## config.mk

```make
export PLATFORM = sky130hd
export DESIGN_NAME = pipeline_hazard_ctrl
export DESIGN_NICKNAME = d
export VERILOG_FILES = /design/src/rtl/hazard_pkg.sv /design/src/rtl/pipeline_hazard_ctrl_load_use_cmp.sv /design/src/rtl/pipeline_hazard_ctrl.sv
export SDC_FILE = /design/constraint.sdc
export NUM_CORES = 1
export LEC_CHECK = 0
export CAP_MARGIN = 30
export CORE_UTILIZATION = 53
export DETAILED_ROUTE_END_ITERATION = 8
export PLACE_DENSITY_LB_ADDON = 0.12
export RECOVER_POWER = 100
export SLEW_MARGIN = 20
export SYNTH_ARGS = -nofsm -noshare
export SYNTH_HDL_FRONTEND = slang
export SYNTH_SLANG_ARGS = --single-unit
export TNS_END_PERCENT = 20
```

## constraint.sdc

```tcl
create_clock -name clk -period 4.57 [get_ports clk]
set_clock_uncertainty 0.15 [all_clocks]
set_input_delay 0.914 -clock clk [delete_from_list [all_inputs] [get_ports clk]]
set_output_delay 0.914 -clock clk [all_outputs]
set_load 0.005 [all_outputs]
```

## src/rtl/hazard_pkg.sv

```systemverilog
// Shared types and constants for the pipeline hazard/control unit.
package hazard_pkg;

  typedef enum logic [1:0] {
    RUN   = 2'b00,
    DRAIN = 2'b01,
    HALT  = 2'b10
  } state_t;

  localparam int unsigned DRAIN_CYCLES = 2;
  localparam int unsigned REG_ZERO     = 0;

endpackage

```

## src/rtl/pipeline_hazard_ctrl_load_use_cmp.sv

```systemverilog
// Combinational load-use compare: a load producing a register read by the
// consumer stage. Stage-agnostic so it can be reused for a MEM-stage compare.
module load_use_cmp
  import hazard_pkg::*;
#(
  parameter int REG_BITS = 6
) (
  input  logic                i_ld,
  input  logic                i_regwrite,
  input  logic [REG_BITS-1:0] i_write,
  input  logic [REG_BITS-1:0] i_rs,
  input  logic                i_rs_used,
  input  logic [REG_BITS-1:0] i_rt,
  input  logic                i_rt_used,
  output logic                o_hazard
);

  logic w_dest_valid;
  logic w_rs_match;
  logic w_rt_match;

  // The zero register is never a real producer, so it can never stall.
  assign w_dest_valid = i_ld & i_regwrite & (i_write != REG_BITS'(REG_ZERO));
  assign w_rs_match   = i_rs_used & (i_rs == i_write);
  assign w_rt_match   = i_rt_used & (i_rt == i_write);
  assign o_hazard     = w_dest_valid & (w_rs_match | w_rt_match);

endmodule

```

## src/rtl/pipeline_hazard_ctrl.sv

```systemverilog
// Central pipeline control: load-use stall, control-transfer flush,
// drain-then-halt sequencing on a halting syscall, plus statistics.
module pipeline_hazard_ctrl
  import hazard_pkg::*;
#(
  parameter int PC_BITS  = 32,
  parameter int REG_BITS = 6
) (
  input  logic                clk,
  input  logic                rst,
  input  logic [REG_BITS-1:0] id_rs,
  input  logic [REG_BITS-1:0] id_rt,
  input  logic                id_rs_used,
  input  logic                id_rt_used,
  input  logic                id_jump,
  input  logic                ex_ld,
  input  logic                ex_regwrite,
  input  logic [REG_BITS-1:0] ex_write,
  input  logic                ex_branch_taken,
  input  logic                ex_halt,
  output logic                pc_stall,
  output logic                if_id_stall,
  output logic                id_ex_stall,
  output logic                ex_mem_stall,
  output logic                mem_wb_stall,
  output logic                if_id_zero,
  output logic                id_ex_zero,
  output logic                ex_mem_zero,
  output logic                mem_wb_zero,
  output logic                halted,
  output logic [PC_BITS-1:0]  stall_cnt,
  output logic [PC_BITS-1:0]  flush_cnt,
  output logic [PC_BITS-1:0]  cycle_cnt
);

  localparam logic [PC_BITS-1:0] CNT_ONE   = {{(PC_BITS-1){1'b0}}, 1'b1};
  localparam logic [PC_BITS-1:0] CNT_CLEAR = {PC_BITS{1'b0}};

  state_t             r_state;
  logic               r_dcnt;
  logic               r_halted;
  logic [PC_BITS-1:0] r_stall_cnt;
  logic [PC_BITS-1:0] r_flush_cnt;
  logic [PC_BITS-1:0] r_cycle_cnt;

  state_t w_next_state;
  logic   w_dcnt_next;
  logic   w_hazard;
  logic   w_stall_inc;
  logic   w_flush_inc;
  logic   w_cycle_inc;

  load_use_cmp #(.REG_BITS(REG_BITS)) u_load_use_cmp (
    .i_ld       (ex_ld),
    .i_regwrite (ex_regwrite),
    .i_write    (ex_write),
    .i_rs       (id_rs),
    .i_rs_used  (id_rs_used),
    .i_rt       (id_rt),
    .i_rt_used  (id_rt_used),
    .o_hazard   (w_hazard)
  );

  // Control decode and next-state; controls are same-cycle from state and inputs.
  always_comb begin
    pc_stall     = 1'b1;
    if_id_stall  = 1'b1;
    id_ex_stall  = 1'b1;
    ex_mem_stall = 1'b1;
    mem_wb_stall = 1'b1;
    if_id_zero   = 1'b0;
    id_ex_zero   = 1'b0;
    ex_mem_zero  = 1'b0;
    mem_wb_zero  = 1'b0;
    w_next_state = r_state;
    w_dcnt_next  = r_dcnt;
    w_stall_inc  = 1'b0;
    w_flush_inc  = 1'b0;
    w_cycle_inc  = 1'b0;
    if (rst) begin
      pc_stall     = 1'b0;
      if_id_stall  = 1'b0;
      id_ex_stall  = 1'b0;
      ex_mem_stall = 1'b0;
      mem_wb_stall = 1'b0;
      if_id_zero   = 1'b1;
      id_ex_zero   = 1'b1;
      ex_mem_zero  = 1'b1;
      mem_wb_zero  = 1'b1;
      w_next_state = RUN;
      w_dcnt_next  = 1'b0;
    end else begin
      case (r_state)
        RUN: begin
          w_cycle_inc = 1'b1;
          if (ex_halt) begin
            pc_stall     = 1'b0;
            if_id_stall  = 1'b0;
            id_ex_zero   = 1'b1;
            w_next_state = DRAIN;
            w_dcnt_next  = 1'b0;
          end else if (ex_branch_taken) begin
            if_id_zero  = 1'b1;
            id_ex_zero  = 1'b1;
            w_flush_inc = 1'b1;
          end else if (w_hazard) begin
            pc_stall    = 1'b0;
            if_id_stall = 1'b0;
            id_ex_zero  = 1'b1;
            w_stall_inc = 1'b1;
          end else if (id_jump) begin
            if_id_zero  = 1'b1;
            w_flush_inc = 1'b1;
          end else begin
            w_flush_inc = 1'b0;
          end
        end
        DRAIN: begin
          // Front end frozen with a bubble in EX while EX/MEM and MEM/WB retire.
          pc_stall    = 1'b0;
          if_id_stall = 1'b0;
          id_ex_zero  = 1'b1;
          w_cycle_inc = 1'b1;
          if (r_dcnt == 1'(DRAIN_CYCLES - 1)) begin
            w_next_state = HALT;
            w_dcnt_next  = 1'b0;
          end else begin
            w_dcnt_next = r_dcnt + 1'b1;
          end
        end
        HALT: begin
          pc_stall     = 1'b0;
          if_id_stall  = 1'b0;
          id_ex_stall  = 1'b0;
          ex_mem_stall = 1'b0;
          mem_wb_stall = 1'b0;
        end
        default: begin
          pc_stall     = 1'b0;
          if_id_stall  = 1'b0;
          id_ex_stall  = 1'b0;
          ex_mem_stall = 1'b0;
          mem_wb_stall = 1'b0;
          if_id_zero   = 1'b1;
          id_ex_zero   = 1'b1;
          ex_mem_zero  = 1'b1;
          mem_wb_zero  = 1'b1;
          w_next_state = RUN;
          w_dcnt_next  = 1'b0;
        end
      endcase
    end
  end

  // State, drain counter, halted flag and wrapping statistics counters.
  always_ff @(posedge clk) begin
    if (rst) begin
      r_state     <= RUN;
      r_dcnt      <= 1'b0;
      r_halted    <= 1'b0;
      r_stall_cnt <= CNT_CLEAR;
      r_flush_cnt <= CNT_CLEAR;
      r_cycle_cnt <= CNT_CLEAR;
    end else begin
      r_state  <= w_next_state;
      r_dcnt   <= w_dcnt_next;
      r_halted <= (w_next_state == HALT);
      if (w_stall_inc) r_stall_cnt <= r_stall_cnt + CNT_ONE;
      if (w_flush_inc) r_flush_cnt <= r_flush_cnt + CNT_ONE;
      if (w_cycle_inc) r_cycle_cnt <= r_cycle_cnt + CNT_ONE;
    end
  end

  assign halted    = r_halted;
  assign stall_cnt = r_stall_cnt;
  assign flush_cnt = r_flush_cnt;
  assign cycle_cnt = r_cycle_cnt;

endmodule
```

==> flow_summary_export.csv <==
group,metric,value,unit
clock_tree,clock-sinks,100,
route,wl,13000,um
floorplan,die-area,10200,um2
floorplan,start_util,0.554,
hold_path,hp-class,"flop to flop",
timing,drv_slew,0,
place,dp.cells,868,
logic_synthesis,synth-xor-area-share,0.0810,
setup_path,end_kind,"primary output",
place,dp_hpwl,9450,um
timing,setup_tns,0,ns
route,firstDrtPassIters,5,
logic_synthesis,synth_seq_cells,100,
logic_synthesis,synthTopCellsByArea,"dfxtp_1 39%, nor2_1 5.4%, mux2_2 4.3%, xnor2_1 4.2%, xor2_1 3.9%",
floorplan,die_y,101,um
logic_synthesis,synthAdderAreaFrac,0.0169,
layout,syn2layout_area_growth,30.2,%
timing,worstMarginPinSlew,1.23,ns
hold_path,min_path_cells,2,
layout,stdcell_count,884,
logic_synthesis,synthFlopType,"dfxtp_1",
setup_path,cp_top_family,"buffers and inverters",
logic_synthesis,synth_top_family_by_area,"simple AND/OR/NAND/NOR gates",
timing,min_period,4.48,ns
logic_synthesis,synth_fp_nets,667,
power,peakVddDrop,0.148,mV
route,vias,5050,
setup_path,worstPathArrival,3.41,ns
timing,whs,0.354,ns
logic_synthesis,yosysTopAreaCell,"dfxtp_1",
logic_synthesis,synthDominantCellAreaShare,0.386,
power,p_int,1.18,mW
route,drc,0,
setup_path,cp-start-kind,"primary input",
setup_path,path_cells,"clkdlybuf4s50_1 > or4_1 > o311a_4 > and2_1 > a21boi_0 > clkdlybuf4s50_1",
power,p_clk_frac,0.355,
setup_path,worstPathRequired,3.51,ns
floorplan,row_count,35,
timing,max-slew-margin-rel,0.178,
power,power_frac_comb,0.094,
place,port_buffers,132,
clock_tree,cts_resized,0,
timing,setup_viol,0,
logic_synthesis,syn-instance-count,633,
run_status,status,"finished, final reports clean",
power,power_leakage,2.63,nW
layout,final_common_cell,"dlygate4sd3_1",
timing,rsz0062_at_grt,"no",
power,p_sw,0.437,mW
place,gp_routability_congestion,0.841,
setup_path,slowest_delay,0.58,ns
logic_synthesis,synth.area.mux_share,0.0473,
logic_synthesis,synth_compound_area_frac,0.115,
clock_tree,cts_setup_buffers,0,
logic_synthesis,synth-seq-area-share,0.386,
setup_path,critPathSlowestCell,"clkdlybuf4s50_1",
clock_tree,holdBufCountCts,0,
grt,grt_pass1_vias,4717,
grt,grt_usage,0.256,
layout,layout.nets,784,
layout,fin_util,0.721,
setup_path,critPathBufInv,2,
timing,max_freq,223,MHz
grt,grt_max_degree,52,
logic_synthesis,synth_enable_flop_cells,0,
setup_path,critical_path_class,"primary input to primary output",
timing,fin_crit_sh,0.979,
floorplan,core_area,9370,um2
clock_tree,numCtsBuffers,9,
job,drv_cap,0,
clock_tree,clockRootBuffer,"clkbuf_8",
setup_path,critPathMaxFanout,4,
clock_tree,ctsHtreeMaxLevel,3,
power,seqPwrFrac,0.551,
setup_path,crit_top_cell,"clkdlybuf4s50_1",
setup_path,reg2regPathDepth,8,
logic_synthesis,yosys_warnings,0,
logic_synthesis,async_flop_share,0,
grt,antenna_found_initial,0,
route,avgViaCountPerCell,5.71,
power,total_power,1.62,mW
grt,grt_pass1_wl,21100,um
power,powerDensity,240,nW/um2
logic_synthesis,synthDistinctLibCells,44,
logic_synthesis,syn_area,5190,um2
setup_path,cp.depth,6,
layout,drive_above_1_share,0.0556,
floorplan,io_pins,133,
clock_tree,clock_latency,0.37,ns
clock_tree,cts_tree,"yes",
route,first_iter_violations,192,
layout,final_cell_mix,"101 x dlygate4sd3_1, 100 x dfxtp_1, 74 x nor2_1, 47 x nand2_1",
logic_synthesis,synthSimpleGateAreaFrac,0.312,
grt,grt_overflow,0,
clock_tree,clockBufferDepth,2,
floorplan,die_w,101,um
clock_tree,clk_pin_slew,0.10,ns
logic_synthesis,synth_area_per_cell,8.20,um2
layout,n_antenna_cell,0,
timing,hold_violations,0,
route,ant_nets,0,
power,swShare,0.270,
layout,nFillCells,801,
route,wire_per_inst,14.7,um
worst paths after layout:
check,start,endpoint,slack [ns]
hold / removal,flush_cnt[10],flush_cnt[10],0.35
setup / recovery,ex_write[0],pc_stall,0.09
setup reg to reg,r_state[0],stall_cnt[30],1.44
hold reg to reg,flush_cnt[10],flush_cnt[10],0.35
cell type report:
| cell class | count | area, um2 | area share |
|---|---|---|---|
| multi-input cells | 482 | 2970 | 0.439 |
| flip-flops and latches | 100 | 2000 | 0.296 |
| repair buffers | 139 | 1360 | 0.201 |
| well taps | 129 | 161 | 0.0239 |
| clock buffers | 10 | 138 | 0.0204 |
| inverters | 18 | 67.6 | 0.0100 |
| clock inverters | 6 | 65.1 | 0.00963 |
synth_stat cells (3+ instances only):
cell,number
xor2_1,23
a2111o_1,3
ha_1,7
a21oi_1,37
a211oi_1,7
clkbuf_1,24
nor4_1,13
a21o_1,5
nand2_1,47
xnor2_1,25
or4_1,12
nor2b_1,22
and2_1,5
o31ai_1,10
mux2_2,20
nor2_1,74
inv_1,18
and4_1,7
or3_1,21
nor3_1,9
o21ai_0,25
buf_4,4
and3_1,23
dfxtp_1,100
nand3_1,37
nand4_1,24
nand2b_1,5
power groups by stage:
stage	logic, mW	clock network [mW]	registers, mW
global route	0.167	0.622	0.896
floorplan	0.0844	0	0.912
finish	0.152	0.576	0.894
detailed placement	0.158	0	0.914
CTS	0.159	0.586	0.894
global placement	0.153	0	0.914
routing by layer:
metal | vias to the layer above | global-route usage | part of all wire
li1 | 2490 | - | -
met1 | 2365 | 0.313 | 0.43
met2 | 172 | 0.442 | 0.47
met3 | 23 | 0.0506 | 0.071
met4 | 0 | 0.104 | 0.022
met5 | - | 0 | 0
worst reg2reg max path, delay by kind of cell (launching register included):
family        cells  cell delay, ns
mux               1            0.37
fa+ha+maj         1            0.33
flops             1            0.35
buf+inv           1            0.09
simple gates      5            1.74
flip-flops by register name (all words and copies together), names as in the netlist:
register,cells
halted,1
cycle_cnt,32
r_state,2
stall_cnt,32
flush_cnt,32
r_dcnt,1
stage by stage:
step	setup WS (ns)	instance area, um2
6_report	0.0942	6760
4_1_cts	0.0954	6780
3_5_place_dp	0.107	6570
3_3_place_gp	0.129	6570
5_1_grt	0.0436	6760
2_1_floorplan	1.07	5190
logic make-up (layout without fill, tap and decap cells):
family	count (synthesis)	in the layout
xor+xnor	48	48
mux	22	22
fa+ha+maj	7	7
simple gates	309	309
flops	100	100
compound gates	96	96
buf+inv	51	173
No activity file was read; power rests on OpenSTA's default activity.
